### config.mk
export PLATFORM = sky130hd
export DESIGN_NAME = ps2_host_cmd_seq
export DESIGN_NICKNAME = d
export VERILOG_FILES = /design/src/rtl/ps2_host_cmd_seq.sv
export SDC_FILE = /design/constraint.sdc
export NUM_CORES = 1
export LEC_CHECK = 0
export BUFFER_PORTS_ARGS = -buffer_cell sky130_fd_sc_hd__clkbuf_2
export CORE_UTILIZATION = 25
export DETAILED_ROUTE_END_ITERATION = 8
export GPL_ROUTABILITY_DRIVEN = 0
export PLACE_DENSITY = 0.39
export SYNTH_ARGS = -nofsm -noshare
export SYNTH_HDL_FRONTEND = slang
export SYNTH_SLANG_ARGS = --single-unit
### constraint.sdc
create_clock -name clk -period 3.1 [get_ports clk]
set_clock_uncertainty 0.05 [all_clocks]
set_input_delay 0.62 -clock clk [delete_from_list [all_inputs] [get_ports clk]]
set_output_delay 0.62 -clock clk [all_outputs]
set_load 0.005 [all_outputs]
### src/rtl/ps2_host_cmd_seq.sv
// ============================================================================
// Module      : ps2_host_cmd_seq
// Description : Host-side PS/2 command sequencer. Arbitrates keyboard init
//               (FF + BAT) and LED update (ED + LED byte) over one transmitter,
//               handles FA/FE/timeouts and forwards other rx bytes as scancodes.
// Revision    : 1.0 - initial release
// ============================================================================
`default_nettype none

module ps2_host_cmd_seq #(
  parameter logic [31:0] ACK_TIMEOUT = 32'd2_000_000,
  parameter logic [31:0] BAT_TIMEOUT = 32'd100_000_000,
  parameter logic [1:0]  MAX_RETRY   = 2'd3
) (
  input  logic       clk,
  input  logic       rstn,
  input  logic       init_req,
  input  logic       led_req,
  input  logic [2:0] led_bits,
  input  logic [7:0] rx_data,
  input  logic       rx_valid,
  output logic [7:0] tx_data,
  output logic       tx_en,
  output logic       busy,
  output logic       cmd_done,
  output logic       cmd_err,
  output logic       kb_ready,
  output logic       scan_valid,
  output logic [7:0] scan_data
);

  localparam logic [7:0] C_CMD_RESET = 8'hFF;
  localparam logic [7:0] C_CMD_LED   = 8'hED;
  localparam logic [7:0] C_ACK       = 8'hFA;
  localparam logic [7:0] C_RESEND    = 8'hFE;
  localparam logic [7:0] C_BAT_OK    = 8'hAA;
  localparam logic [7:0] C_BAT_FAIL  = 8'hFC;

  typedef enum logic [2:0] {
    S_IDLE     = 3'd0,
    S_SEND     = 3'd1,
    S_WAIT_ACK = 3'd2,
    S_WAIT_BAT = 3'd3,
    S_DONE     = 3'd4,
    S_ERR      = 3'd5
  } state_t;

  // Which byte of which command is currently in flight
  typedef enum logic [1:0] {
    B_RESET   = 2'd0,
    B_LED_CMD = 2'd1,
    B_LED_ARG = 2'd2
  } phase_t;

  state_t      r_state,    w_state_nx;
  phase_t      r_phase,    w_phase_nx;
  logic [7:0]  r_byte,     w_byte_nx;
  logic [31:0] r_timer,    w_timer_nx;
  logic [1:0]  r_retry,    w_retry_nx;
  logic        r_busy,     w_busy_nx;
  logic        r_kb_ready, w_kb_ready_nx;
  logic        r_pend_init;
  logic        r_pend_led;
  logic [2:0]  r_led_bits;
  logic        r_scan_valid;
  logic [7:0]  r_scan_data;
  logic        w_clr_init;
  logic        w_clr_led;
  logic        w_consume;

  always_comb begin
    w_state_nx    = r_state;
    w_phase_nx    = r_phase;
    w_byte_nx     = r_byte;
    w_timer_nx    = r_timer;
    w_retry_nx    = r_retry;
    w_busy_nx     = r_busy;
    w_kb_ready_nx = r_kb_ready;
    w_clr_init    = 1'b0;
    w_clr_led     = 1'b0;
    w_consume     = 1'b0;

    case (r_state)
      S_IDLE: begin
        if (r_pend_init) begin
          w_clr_init    = 1'b1;
          w_kb_ready_nx = 1'b0;
          w_phase_nx    = B_RESET;
          w_byte_nx     = C_CMD_RESET;
          w_retry_nx    = 2'd0;
          w_busy_nx     = 1'b1;
          w_state_nx    = S_SEND;
        end else if (r_pend_led) begin
          w_clr_led     = 1'b1;
          w_phase_nx    = B_LED_CMD;
          w_byte_nx     = C_CMD_LED;
          w_retry_nx    = 2'd0;
          w_busy_nx     = 1'b1;
          w_state_nx    = S_SEND;
        end
      end

      S_SEND: begin
        w_timer_nx = 32'd0;
        w_state_nx = S_WAIT_ACK;
      end

      S_WAIT_ACK: begin
        w_timer_nx = r_timer + 32'd1;
        if (rx_valid && rx_data == C_ACK) begin
          w_consume = 1'b1;
          case (r_phase)
            B_LED_CMD: begin
              w_byte_nx  = {5'b0, r_led_bits};
              w_phase_nx = B_LED_ARG;
              w_retry_nx = 2'd0;
              w_state_nx = S_SEND;
            end
            B_RESET: begin
              w_timer_nx = 32'd0;
              w_state_nx = S_WAIT_BAT;
            end
            default: w_state_nx = S_DONE;
          endcase
        end else if ((rx_valid && rx_data == C_RESEND) ||
                     r_timer == ACK_TIMEOUT - 32'd1) begin
          w_consume = rx_valid && rx_data == C_RESEND;
          if (r_retry < MAX_RETRY) begin
            w_retry_nx = r_retry + 2'd1;
            w_state_nx = S_SEND;
          end else begin
            w_state_nx = S_ERR;
          end
        end
      end

      S_WAIT_BAT: begin
        w_timer_nx = r_timer + 32'd1;
        if (rx_valid && rx_data == C_BAT_OK) begin
          w_consume     = 1'b1;
          w_kb_ready_nx = 1'b1;
          w_state_nx    = S_DONE;
        end else if (rx_valid && rx_data == C_BAT_FAIL) begin
          w_consume  = 1'b1;
          w_state_nx = S_ERR;
        end else if (r_timer == BAT_TIMEOUT - 32'd1) begin
          w_state_nx = S_ERR;
        end
      end

      S_DONE: begin
        w_busy_nx  = 1'b0;
        w_state_nx = S_IDLE;
      end

      S_ERR: begin
        w_busy_nx = 1'b0;
        if (r_phase == B_RESET) w_kb_ready_nx = 1'b0;
        w_state_nx = S_IDLE;
      end

      default: w_state_nx = S_IDLE;
    endcase
  end

  always_ff @(posedge clk or negedge rstn) begin
    if (!rstn) begin
      r_state      <= S_IDLE;
      r_phase      <= B_RESET;
      r_byte       <= 8'd0;
      r_timer      <= 32'd0;
      r_retry      <= 2'd0;
      r_busy       <= 1'b0;
      r_kb_ready   <= 1'b0;
      r_pend_init  <= 1'b0;
      r_pend_led   <= 1'b0;
      r_led_bits   <= 3'd0;
      r_scan_valid <= 1'b0;
      r_scan_data  <= 8'd0;
    end else begin
      r_state      <= w_state_nx;
      r_phase      <= w_phase_nx;
      r_byte       <= w_byte_nx;
      r_timer      <= w_timer_nx;
      r_retry      <= w_retry_nx;
      r_busy       <= w_busy_nx;
      r_kb_ready   <= w_kb_ready_nx;
      // A request arriving in the same cycle it is accepted stays pending
      r_pend_init  <= (r_pend_init & ~w_clr_init) | init_req;
      r_pend_led   <= (r_pend_led & ~w_clr_led) | led_req;
      if (led_req) r_led_bits <= led_bits;
      r_scan_valid <= rx_valid & ~w_consume;
      if (rx_valid) r_scan_data <= rx_data;
    end
  end

  assign tx_en      = (r_state == S_SEND);
  assign tx_data    = r_byte;
  assign busy       = r_busy;
  assign cmd_done   = (r_state == S_DONE);
  assign cmd_err    = (r_state == S_ERR);
  assign kb_ready   = r_kb_ready;
  assign scan_valid = r_scan_valid;
  assign scan_data  = r_scan_data;

endmodule

`default_nettype wire

==> report_table.html, run 1 <==
<table>
<tr><th>Metric</th><th>Value</th></tr>
<tr><th colspan="2">Status</th></tr>
<tr><td>Status</td><td>completed</td></tr>
<tr><th colspan="2">Routing</th></tr>
<tr><td>Number of detailed-route iterations in the first pass</td><td>4</td></tr>
<tr><td>Final antenna-violating net count</td><td>0</td></tr>
<tr><td>Routed vias</td><td>2,549</td></tr>
<tr><td>Detailed-route wire length</td><td>7.90 mm</td></tr>
<tr><td>Count of routing violations after the opening detailed-route iteration</td><td>158</td></tr>
<tr><td>Remaining DRCs</td><td>0</td></tr>
<tr><td>Routed wire per std cell</td><td>~15 microns</td></tr>
<tr><td>Vias per std cell</td><td>between 4 and 5</td></tr>
<tr><th colspan="2">Run</th></tr>
<tr><td>Maximum capacitance violations</td><td>0</td></tr>
<tr><th colspan="2">Clocking</th></tr>
<tr><td>Clock tree from TritonCTS</td><td>done</td></tr>
<tr><td>CTS sink count</td><td>60</td></tr>
<tr><td>Clock buffer count from CTS</td><td>9</td></tr>
<tr><td>CTS H-Tree Depth</td><td>3</td></tr>
<tr><td>Number of buffers added to fix hold violations after cts</td><td>0</td></tr>
<tr><td>Number of instances resized during post-cts repair</td><td>0</td></tr>
<tr><td>Clk slew on worst S/H paths</td><td>0.05 ns</td></tr>
<tr><td>Worst skew pair latency</td><td>0.33 ns</td></tr>
<tr><td>Longest Clk Path Bufs</td><td>2</td></tr>
<tr><td>Number of buffers inserted to repair setup after CTS</td><td>0</td></tr>
<tr><td>Cell at the root of the clock tree</td><td>sky130_fd_sc_hd__clkbuf_16</td></tr>
<tr><th colspan="2">Die</th></tr>
<tr><td>Core Rows</td><td>40</td></tr>
<tr><td>Initial core utilization</td><td>0.260</td></tr>
<tr><td>Die area</td><td>0.0131 sq mm</td></tr>
<tr><td>Top-Level Pins</td><td>38</td></tr>
<tr><td>Core Box Area</td><td>0.0122 sq mm</td></tr>
<tr><td>Die Span Y</td><td>114 microns</td></tr>
<tr><td>Die W</td><td>114 microns</td></tr>
<tr><th colspan="2">Power</th></tr>
<tr><td>Logic gate share of total power</td><td>0.256</td></tr>
<tr><td>Pwr dens</td><td>roughly 760 mW/mm^2</td></tr>
<tr><td>Clock network fraction of total power</td><td>0.393</td></tr>
<tr><td>Peak supply drop</td><td>263 uV</td></tr>
<tr><td>Sw frac</td><td>0.315</td></tr>
<tr><td>Static leakage power</td><td>1.64 nW</td></tr>
<tr><td>Net switching power</td><td>0.000929 W</td></tr>
<tr><td>Flop pwr share</td><td>0.351</td></tr>
<tr><td>Internal power consumption</td><td>0.00202 W</td></tr>
<tr><th colspan="2">Synth</th></tr>
<tr><td>Number of distinct library cells after synthesis</td><td>52</td></tr>
<tr><td>Synth top area cells</td><td>sky130_fd_sc_hd__dfrtp_1 (48%), sky130_fd_sc_hd__mux2_2 (4.3%), sky130_fd_sc_hd__nor2_1 (4.2%)</td></tr>
<tr><td>Fraction of synthesized cell area taken by the top area cell type</td><td>0.475</td></tr>
<tr><td>Synth cell count leaders</td><td>sky130_fd_sc_hd__dfrtp_1 (60), sky130_fd_sc_hd__nor2_1 (35), sky130_fd_sc_hd__nand2_1 (26), sky130_fd_sc_hd__o21ai_0 (16), sky130_fd_sc_hd__nand4_1 (15)</td></tr>
<tr><td>Count leader, synth</td><td>sky130_fd_sc_hd__dfrtp_1</td></tr>
<tr><td>Primary FF master, synth</td><td>sky130_fd_sc_hd__dfrtp_1</td></tr>
<tr><td>EDFF count, synth</td><td>0</td></tr>
<tr><td>YS warnings</td><td>0</td></tr>
<tr><td>Proportion of synthesized chip area in sequential cells</td><td>0.475</td></tr>
<tr><td>Gate Count Post-Synth</td><td>327</td></tr>
<tr><td>Synth Area per Inst</td><td>9.66 sq um</td></tr>
<tr><td>Synth area leader</td><td>sky130_fd_sc_hd__dfrtp_1</td></tr>
<tr><td>Fraction of synthesis flops using an asynchronous set or reset pin</td><td>1.00</td></tr>
<tr><td>Net count after synthesis</td><td>346</td></tr>
<tr><td>Number of synthesized register bits</td><td>60</td></tr>
<tr><td>Area of the mapped netlist</td><td>0.00316 sq mm</td></tr>
<tr><th colspan="2">STA</th></tr>
<tr><td>Period utilisation layout</td><td>0.811</td></tr>
<tr><td>Highest Clock Rate</td><td>about 400 MHz</td></tr>
<tr><td>Actual slew at the worst max-slew pin</td><td>0.711 ns</td></tr>
<tr><td>TNS Setup</td><td>0 ns</td></tr>
<tr><td>Max_slew headroom</td><td>0.526</td></tr>
<tr><td>Max-slew violation total from the final report</td><td>0</td></tr>
<tr><td>RSZ-0062 raised after global routing</td><td>false</td></tr>
<tr><td>Time the worst path needs with I/O delays and setup</td><td>2.51 ns</td></tr>
<tr><td>Total setup violations reported at the end of the flow</td><td>0</td></tr>
<tr><td>Final Hold Violating Endpoints</td><td>0</td></tr>
<tr><td>Minimum hold slack</td><td>0.279 ns</td></tr>
<tr><th colspan="2">Worst setup path</th></tr>
<tr><td>CP startpoint kind</td><td>flop</td></tr>
<tr><td>Critical Path End Type</td><td>flop</td></tr>
<tr><td>Worst path required time</td><td>3.31 ns</td></tr>
<tr><td>Critical path buffers and inverters</td><td>0</td></tr>
<tr><td>Worst path slowest cell</td><td>sky130_fd_sc_hd__or3_1</td></tr>
<tr><td>Critical-path maximum fanout</td><td>11</td></tr>
<tr><td>Critical Path Max Stage Delay</td><td>0.56 ns</td></tr>
<tr><td>Internal reg-to-reg setup slack</td><td>0.59 ns</td></tr>
<tr><td>Worst setup path category</td><td>flop to flop</td></tr>
<tr><td>Endpoint of the worst register-to-register path</td><td>r_timer[29]$_DFFE_PN0P_</td></tr>
<tr><td>Arrival time of data at the critical path endpoint</td><td>2.72 ns</td></tr>
<tr><td>Length in cells of the worst reg-to-reg path</td><td>5</td></tr>
<tr><td>Gate family responsible for the most delay along the worst path</td><td>simple AND/OR/NAND/NOR gates</td></tr>
<tr><td>Beginning of the worst register-to-register path</td><td>r_state[2]$_DFFE_PN0P_</td></tr>
<tr><td>Cells along the critical path</td><td>o21bai_1 &gt; or3_1 &gt; or3_4 &gt; or4_1 &gt; a21oi_1</td></tr>
<tr><th colspan="2">Finish</th></tr>
<tr><td>Fraction of layout instances using a drive strength above 1</td><td>0.208</td></tr>
<tr><td>Syn-to-layout area delta</td><td>22.9%</td></tr>
<tr><td>Final nets</td><td>~390</td></tr>
<tr><td>Fill cell count</td><td>1,290</td></tr>
<tr><td>Antenna Diode Count</td><td>0</td></tr>
<tr><td>Combined flip-flop and latch cell area</td><td>0.00150 sq mm</td></tr>
<tr><td>Multi-input combinational cell area</td><td>0.00156 sq mm</td></tr>
<tr><th colspan="2">Global routing</th></tr>
<tr><td>Total congestion overflow</td><td>0</td></tr>
<tr><td>First-pass GRT wire length</td><td>13.3 mm</td></tr>
<tr><td>Number of global-route vias before repair</td><td>2,490</td></tr>
<tr><td>Initial antenna violation count</td><td>0</td></tr>
<tr><td>Pin count of the biggest net entering global routing</td><td>36</td></tr>
<tr><td>Aggregate global-route resource usage</td><td>0.133</td></tr>
<tr><th colspan="2">Place</th></tr>
<tr><td>HPWL after detailed placement</td><td>5.68 mm</td></tr>
<tr><td>Count of buffers inserted at the top-level ports</td><td>37</td></tr>
<tr><th colspan="2">Min path</th></tr>
<tr><td>Path type of the worst min-delay path</td><td>input port to async pin</td></tr>
</table>
[layout by cell type (no fill, tap or decap), drive strengths merged, types with 2 or more instances in the layout]
cell    synthesis  final
a21boi          2      2
a21o            3      3
a21oi           8      8
a22o            3      3
and2            4      4
and3            4      4
and4            3      3
buf             6      7
bufinv          0      3
clkbuf         10     47
clkinv          0      2
dfrtp          60     60
ha              3      3
inv             7      7
mux2           12     12
mux2i           2      2
nand2          26     26
nand2b          7      7
nand3          13     13
nand4          15     15
nor2           35     35
nor3           12     12
nor3b           2      2
nor4           11     11
nor4b           5      5
nor4bb          2      2
o21ai          16     16
o21bai          2      2
o22ai           2      2
o31ai           4      4
or2             2      2
or3             8      8
or4             4      4
xnor2           9      9
xor2           11     11
[state kept, by name, indices dropped and copies added (netlist names)]
name         cells
r_timer         32
scan_data        8
tx_data          5
r_led_bits       3
r_state          3
r_phase          2
r_retry          2
busy             1
kb_ready         1
r_pend_init      1
r_pend_led       1
scan_valid       1
[metrics by stage]
stage / area [sq um] / util / worst slack [ns] / total power, W / std cells
after global routing: 3880 / 0.319 / 0.466 / 0.00315 / 538
final: 3880 / 0.319 / 0.587 / 0.00295 / 538
after floorplan: 3160 / - / 0.745 / 0.00155 / 327
after detailed placement: 3540 / 0.291 / 0.576 / 0.00181 / 523
after CTS: 3880 / 0.319 / 0.595 / 0.00299 / 538
after global placement: 3540 / 0.291 / 0.562 / 0.00181 / 523
[layer usage]
metal / up-vias / global-route usage / wire length, microns
met5: - / 0 / 0
met4: 0 / 0.0649 / 163
met3: 15 / 0.0302 / 263
met2: 45 / 0.205 / 3520
met1: 1218 / 0.175 / 3950
li1: 1271 / - / -
[power groups by stage]
stage               combinational [W]  sequential (W)  clock [W]
floorplan                    0.000544         0.00100          0
global placement             0.000770         0.00104          0
detailed placement           0.000764         0.00105          0
CTS                          0.000766         0.00103    0.00119
global route                 0.000864         0.00105    0.00123
finish                       0.000755         0.00104    0.00116
[logic make-up (layout without fill, tap and decap cells)]
kind of cell	count (synthesis)	in the layout	share of synthesized area
adders and majority gates	3	3	0.0119
and+or+nand+nor	158	158	0.275
buffers and inverters	23	66	0.0321
muxes	14	14	0.0491
xor gates and xnor gates	20	20	0.0555
AOI/OAI and AO/OA	49	49	0.101
DFF	60	60	0.475
[cell type report]
type	count	share of cell area
multi-input cells	244	0.401
repair buffers	44	0.0645
flip-flops and latches	60	0.387
clock inverters	5	0.0258
well taps	168	0.0541
inverters	7	0.00677
clock buffers	10	0.0616
[worst max-delay path by stage]
| stage | cells past startpoint | start | to | slack, ns |
|---|---|---|---|---|
| 5_1_grt | 5 | r_state[2]$_DFFE_PN0P_ | r_timer[31]$_DFFE_PN0P_ | 0.47 |
| 2_1_floorplan | 5 | rx_data[2] | r_timer[2]$_DFFE_PN0P_ | 0.74 |
| 3_5_place_dp | 7 | rx_data[2] | r_timer[2]$_DFFE_PN0P_ | 0.58 |
| 4_1_cts | 5 | r_state[2]$_DFFE_PN0P_ | r_timer[31]$_DFFE_PN0P_ | 0.59 |
| 6_report | 5 | r_state[2]$_DFFE_PN0P_ | r_timer[29]$_DFFE_PN0P_ | 0.59 |
| 3_3_place_gp | 7 | rx_data[2] | r_timer[2]$_DFFE_PN0P_ | 0.56 |
Power figures use the tool's default switching activity.
==> run 2: changes to the inputs <==
--- a/config.mk
+++ b/config.mk
@@ -5,11 +5,12 @@
 export SDC_FILE = /design/constraint.sdc
 export NUM_CORES = 1
 export LEC_CHECK = 0
+export ABC_AREA = 1
 export BUFFER_PORTS_ARGS = -buffer_cell sky130_fd_sc_hd__clkbuf_2
 export CORE_UTILIZATION = 25
 export DETAILED_ROUTE_END_ITERATION = 8
 export GPL_ROUTABILITY_DRIVEN = 0
-export PLACE_DENSITY = 0.39
+export PLACE_DENSITY = 0.4
 export SYNTH_ARGS = -nofsm -noshare
 export SYNTH_HDL_FRONTEND = slang
 export SYNTH_SLANG_ARGS = --single-unit
==> constraint.sdc (replaced) <==
create_clock -name clk -period 2.2 [get_ports clk]
set_clock_uncertainty 0.05 [all_clocks]
set_input_delay 0.44 -clock clk [delete_from_list [all_inputs] [get_ports clk]]
set_output_delay 0.44 -clock clk [all_outputs]
set_load 0.005 [all_outputs]
==> run 2 against run 1 <==
  * Non-clock buffer count decreased by 3
  * Synthesized cell count up 43%
  * Clock-buffer cell count up 1
  * Final area rose by 6.0%
  * Power is 45% higher
  * Via count increased by 17%
  * Register-to-register slack worse by 0.36 ns
  * Setup slack lost 0.36 ns
  * Critical path depth increased by 2
  * Clock power rose by 33%
==> report_table.html, run 2 <==
<table>
<tr><th>Metric</th><th>Value</th></tr>
<tr><th colspan="2">Worst setup path</th></tr>
<tr><td>Cell repeated most along the worst path</td><td>sky130_fd_sc_hd__inv_1</td></tr>
<tr><td>CP startpoint kind</td><td>flop</td></tr>
<tr><td>Worst path slowest cell</td><td>sky130_fd_sc_hd__dfrtp_1</td></tr>
<tr><td>Arrival time of data at the critical path endpoint</td><td>2.18 ns</td></tr>
<tr><td>Cells along the critical path</td><td>inv_1 &gt; nor3_2 &gt; nand2_1 &gt; nor2_1 &gt; inv_1 &gt; or2_0 &gt; a21oi_1</td></tr>
<tr><td>Critical-path maximum fanout</td><td>6</td></tr>
<tr><td>Worst setup path category</td><td>flop to flop</td></tr>
<tr><td>Critical Path Max Stage Delay</td><td>between 0.4 and 0.5 ns</td></tr>
<tr><td>Critical Path End Type</td><td>flop</td></tr>
<tr><td>Worst path required time</td><td>2.41 ns</td></tr>
<tr><th colspan="2">Die</th></tr>
<tr><td>Die area</td><td>0.0140 sq mm</td></tr>
<tr><td>Top-Level Pins</td><td>38</td></tr>
<tr><td>Core Box Area</td><td>0.0132 sq mm</td></tr>
<tr><td>Core Rows</td><td>42</td></tr>
<tr><td>Die Span Y</td><td>118 microns</td></tr>
<tr><td>Initial core utilization</td><td>0.256</td></tr>
<tr><td>Die W</td><td>around 120 microns</td></tr>
<tr><th colspan="2">Global routing</th></tr>
<tr><td>Aggregate global-route resource usage</td><td>0.139</td></tr>
<tr><td>Pin count of the biggest net entering global routing</td><td>47</td></tr>
<tr><td>First-pass GRT wire length</td><td>15.0 mm</td></tr>
<tr><td>Initial antenna violation count</td><td>0</td></tr>
<tr><td>Total congestion overflow</td><td>0</td></tr>
<tr><td>Number of global-route vias before repair</td><td>3,038</td></tr>
<tr><th colspan="2">Power</th></tr>
<tr><td>Static leakage power</td><td>between 1.5 and 2 nW</td></tr>
<tr><td>Sum of internal, switching and leakage power</td><td>0.00427 W</td></tr>
<tr><td>Pwr dens</td><td>1040 mW/mm^2</td></tr>
<tr><td>Peak supply drop</td><td>477 uV</td></tr>
<tr><th colspan="2">Place</th></tr>
<tr><td>Setup WS pre-CTS</td><td>about 0.26 ns</td></tr>
<tr><td>HPWL after detailed placement</td><td>6.73 mm</td></tr>
<tr><td>Count of buffers inserted at the top-level ports</td><td>37</td></tr>
<tr><th colspan="2">Synth</th></tr>
<tr><td>Synth top area cells</td><td>sky130_fd_sc_hd__dfrtp_1 (44%), sky130_fd_sc_hd__nand2_1 (15%), sky130_fd_sc_hd__nor2_1 (8.7%)</td></tr>
<tr><td>Synth cell count leaders</td><td>sky130_fd_sc_hd__nand2_1 (136), sky130_fd_sc_hd__nor2_1 (79), sky130_fd_sc_hd__dfrtp_1 (60), sky130_fd_sc_hd__inv_1 (55), sky130_fd_sc_hd__nand3_1 (30)</td></tr>
<tr><td>Synth Area per Inst</td><td>7.23 sq um</td></tr>
<tr><td>Number of synthesized register bits</td><td>60</td></tr>
<tr><td>Fraction of synthesis flops using an asynchronous set or reset pin</td><td>1.00</td></tr>
<tr><td>Count leader, synth</td><td>sky130_fd_sc_hd__nand2_1</td></tr>
<tr><td>Net count after synthesis</td><td>488</td></tr>
<tr><td>Gate Count Post-Synth</td><td>~470</td></tr>
<tr><td>Number of distinct library cells after synthesis</td><td>34</td></tr>
<tr><td>Area of the mapped netlist</td><td>0.00339 sq mm</td></tr>
<tr><td>Primary FF master, synth</td><td>sky130_fd_sc_hd__dfrtp_1</td></tr>
<tr><td>Synth area leader</td><td>sky130_fd_sc_hd__dfrtp_1</td></tr>
<tr><td>Fraction of synthesized cell area taken by the top area cell type</td><td>0.443</td></tr>
<tr><td>EDFF count, synth</td><td>0</td></tr>
<tr><td>Proportion of synthesized chip area in sequential cells</td><td>0.443</td></tr>
<tr><td>YS warnings</td><td>0</td></tr>
<tr><th colspan="2">Status</th></tr>
<tr><td>Status</td><td>completed</td></tr>
<tr><th colspan="2">STA</th></tr>
<tr><td>Minimum hold slack</td><td>0.259 ns</td></tr>
<tr><td>TNS Setup</td><td>0 ns</td></tr>
<tr><td>Time the worst path needs with I/O delays and setup</td><td>1.97 ns</td></tr>
<tr><td>Setup slack after layout</td><td>0.231 ns</td></tr>
<tr><td>Highest Clock Rate</td><td>~510 MHz</td></tr>
<tr><td>Actual slew at the worst max-slew pin</td><td>roughly 0.50 ns</td></tr>
<tr><td>Final Hold Violating Endpoints</td><td>0</td></tr>
<tr><td>Period utilisation layout</td><td>0.895</td></tr>
<tr><td>Max-slew violation total from the final report</td><td>0</td></tr>
<tr><td>RSZ-0062 raised after global routing</td><td>false</td></tr>
<tr><td>Total setup violations reported at the end of the flow</td><td>0</td></tr>
<tr><td>Max_slew headroom</td><td>0.662</td></tr>
<tr><th colspan="2">Clocking</th></tr>
<tr><td>Clock buffer count from CTS</td><td>9</td></tr>
<tr><td>Worst skew pair latency</td><td>0.34 ns</td></tr>
<tr><td>Number of buffers inserted to repair setup after CTS</td><td>0</td></tr>
<tr><td>Clk slew on worst S/H paths</td><td>0.05 ns</td></tr>
<tr><td>Cell at the root of the clock tree</td><td>sky130_fd_sc_hd__clkbuf_16</td></tr>
<tr><td>Number of instances resized during post-cts repair</td><td>0</td></tr>
<tr><td>Number of buffers added to fix hold violations after cts</td><td>1</td></tr>
<tr><td>CTS H-Tree Depth</td><td>3</td></tr>
<tr><td>CTS sink count</td><td>60</td></tr>
<tr><td>Longest Clk Path Bufs</td><td>2</td></tr>
<tr><td>Clock tree from TritonCTS</td><td>done</td></tr>
<tr><th colspan="2">Finish</th></tr>
<tr><td>Antenna Diode Count</td><td>0</td></tr>
<tr><td>Leading cell type in the layout, fill and taps excluded</td><td>sky130_fd_sc_hd__nand2_1</td></tr>
<tr><td>Commonest cells after routing, fill and taps aside</td><td>sky130_fd_sc_hd__nand2_1 (136), sky130_fd_sc_hd__nor2_1 (79), sky130_fd_sc_hd__dfrtp_1 (60), sky130_fd_sc_hd__inv_1 (55), sky130_fd_sc_hd__clkbuf_2 (37)</td></tr>
<tr><td>Register with the most flip-flops</td><td>r_timer</td></tr>
<tr><td>Fill cell count</td><td>approximately 1,500</td></tr>
<tr><td>Flip-flop count of the largest register after layout</td><td>32</td></tr>
<tr><td>Fraction of layout instances using a drive strength above 1</td><td>0.147</td></tr>
<tr><td>Final nets</td><td>533</td></tr>
<tr><td>Syn-to-layout area delta</td><td>21.4%</td></tr>
<tr><th colspan="2">Run</th></tr>
<tr><td>Maximum capacitance violations</td><td>0</td></tr>
<tr><th colspan="2">Routing</th></tr>
<tr><td>Routed wire per std cell</td><td>12.7 microns</td></tr>
<tr><td>Detailed-route wire length</td><td>8.79 mm</td></tr>
<tr><td>Count of routing violations after the opening detailed-route iteration</td><td>112</td></tr>
<tr><td>Routed vias</td><td>2,990</td></tr>
<tr><td>Final antenna-violating net count</td><td>0</td></tr>
<tr><td>Remaining DRCs</td><td>0</td></tr>
<tr><td>Number of detailed-route iterations in the first pass</td><td>4</td></tr>
<tr><td>Vias per std cell</td><td>4.31</td></tr>
<tr><th colspan="2">Min path</th></tr>
<tr><td>Path type of the worst min-delay path</td><td>input port to flop</td></tr>
</table>
-- run 2: cell count changes in the layout (fill, tap and decap cells not counted), sizes merged, moves of 8 or more --
cell,previous run,this run
inv,7,60
o21ai,16,24
nand3,13,31
nand2,26,140
nor4,11,2
nor2,35,83
or3,8,0
mux2,12,0
xnor2,9,1
a21oi,8,16
-- run 2: worst paths after layout --
kind | start | endpoint | slack [ns] | depth (start not counted)
worst max-delay path | r_timer[11]$_DFFE_PN0P_ | r_timer[15]$_DFFE_PN0P_ | 0.23 | 7
worst min-delay path | init_req | r_pend_init$_DFF_PN0_ | 0.26 | 2
worst max register to register | r_timer[11]$_DFFE_PN0P_ | r_timer[15]$_DFFE_PN0P_ | 0.23 | 7
worst min register to register | scan_data[6]$_DFFE_PN0P_ | scan_data[6]$_DFFE_PN0P_ | 0.43 | 2
max in group asynchronous | rstn | tx_data[6]$_DFFE_PN0P_ | 0.96 | 3
min in group asynchronous | rstn | r_timer[22]$_DFFE_PN0P_ | 0.53 | 2
-- run 2: kinds of logic (layout without fill, tap and decap cells) --
| family | after synthesis | in the layout | share of synthesized area |
|---|---|---|---|
| compound gates | 46 | 46 | 0.0760 |
| xor+xnor | 9 | 9 | 0.0233 |
| fa+ha+maj | 3 | 3 | 0.0111 |
| buf+inv | 67 | 116 | 0.0812 |
| flops | 60 | 60 | 0.443 |
| simple gates | 284 | 284 | 0.365 |
-- run 2: routing by layer --
layer  track usage  up-vias  part of all wire
li1              -     1566                 -
met4        0.0435        0             0.013
met3        0.0454       10             0.043
met5             0        -                 0
met1         0.177     1355              0.49
met2         0.223       59              0.46
-- run 2: area by class of cell --
cell class              instances  area (sq um)  share of cell area
clock buffers                  11           253              0.0614
clock inverters                 4          72.6              0.0176
inverters                      60           225              0.0547
multi-input cells             342          1610               0.392
flip-flops and latches         60          1500               0.365
well taps                     176           220              0.0535
repair buffers                 41           230              0.0559
-- run 2: report_power, final --
part | total, W | switching [W] | internal [W]
logic | 0.00128 | 0.000851 | 0.000431
registers | 0.00145 | 0.000162 | 0.00129
clock network | 0.00154 | 0.000501 | 0.00104
-- run 2: critical path, delay by kind of cell (launching register included) --
family	cells	cell delay [ns]
buf+inv	2	0.21
compound gates	1	0.12
simple gates	4	1.06
flops	1	0.45
-- run 2: metrics by stage --
| stage | util | instances | area (sq um) |
|---|---|---|---|
| final | 0.311 | 694 | 4120 |
| after global routing | 0.311 | 694 | 4120 |
| after CTS | 0.311 | 694 | 4120 |
| after detailed placement | 0.285 | 678 | 3780 |
| after global placement | 0.285 | 678 | 3780 |
| after floorplan | - | 469 | 3390 |
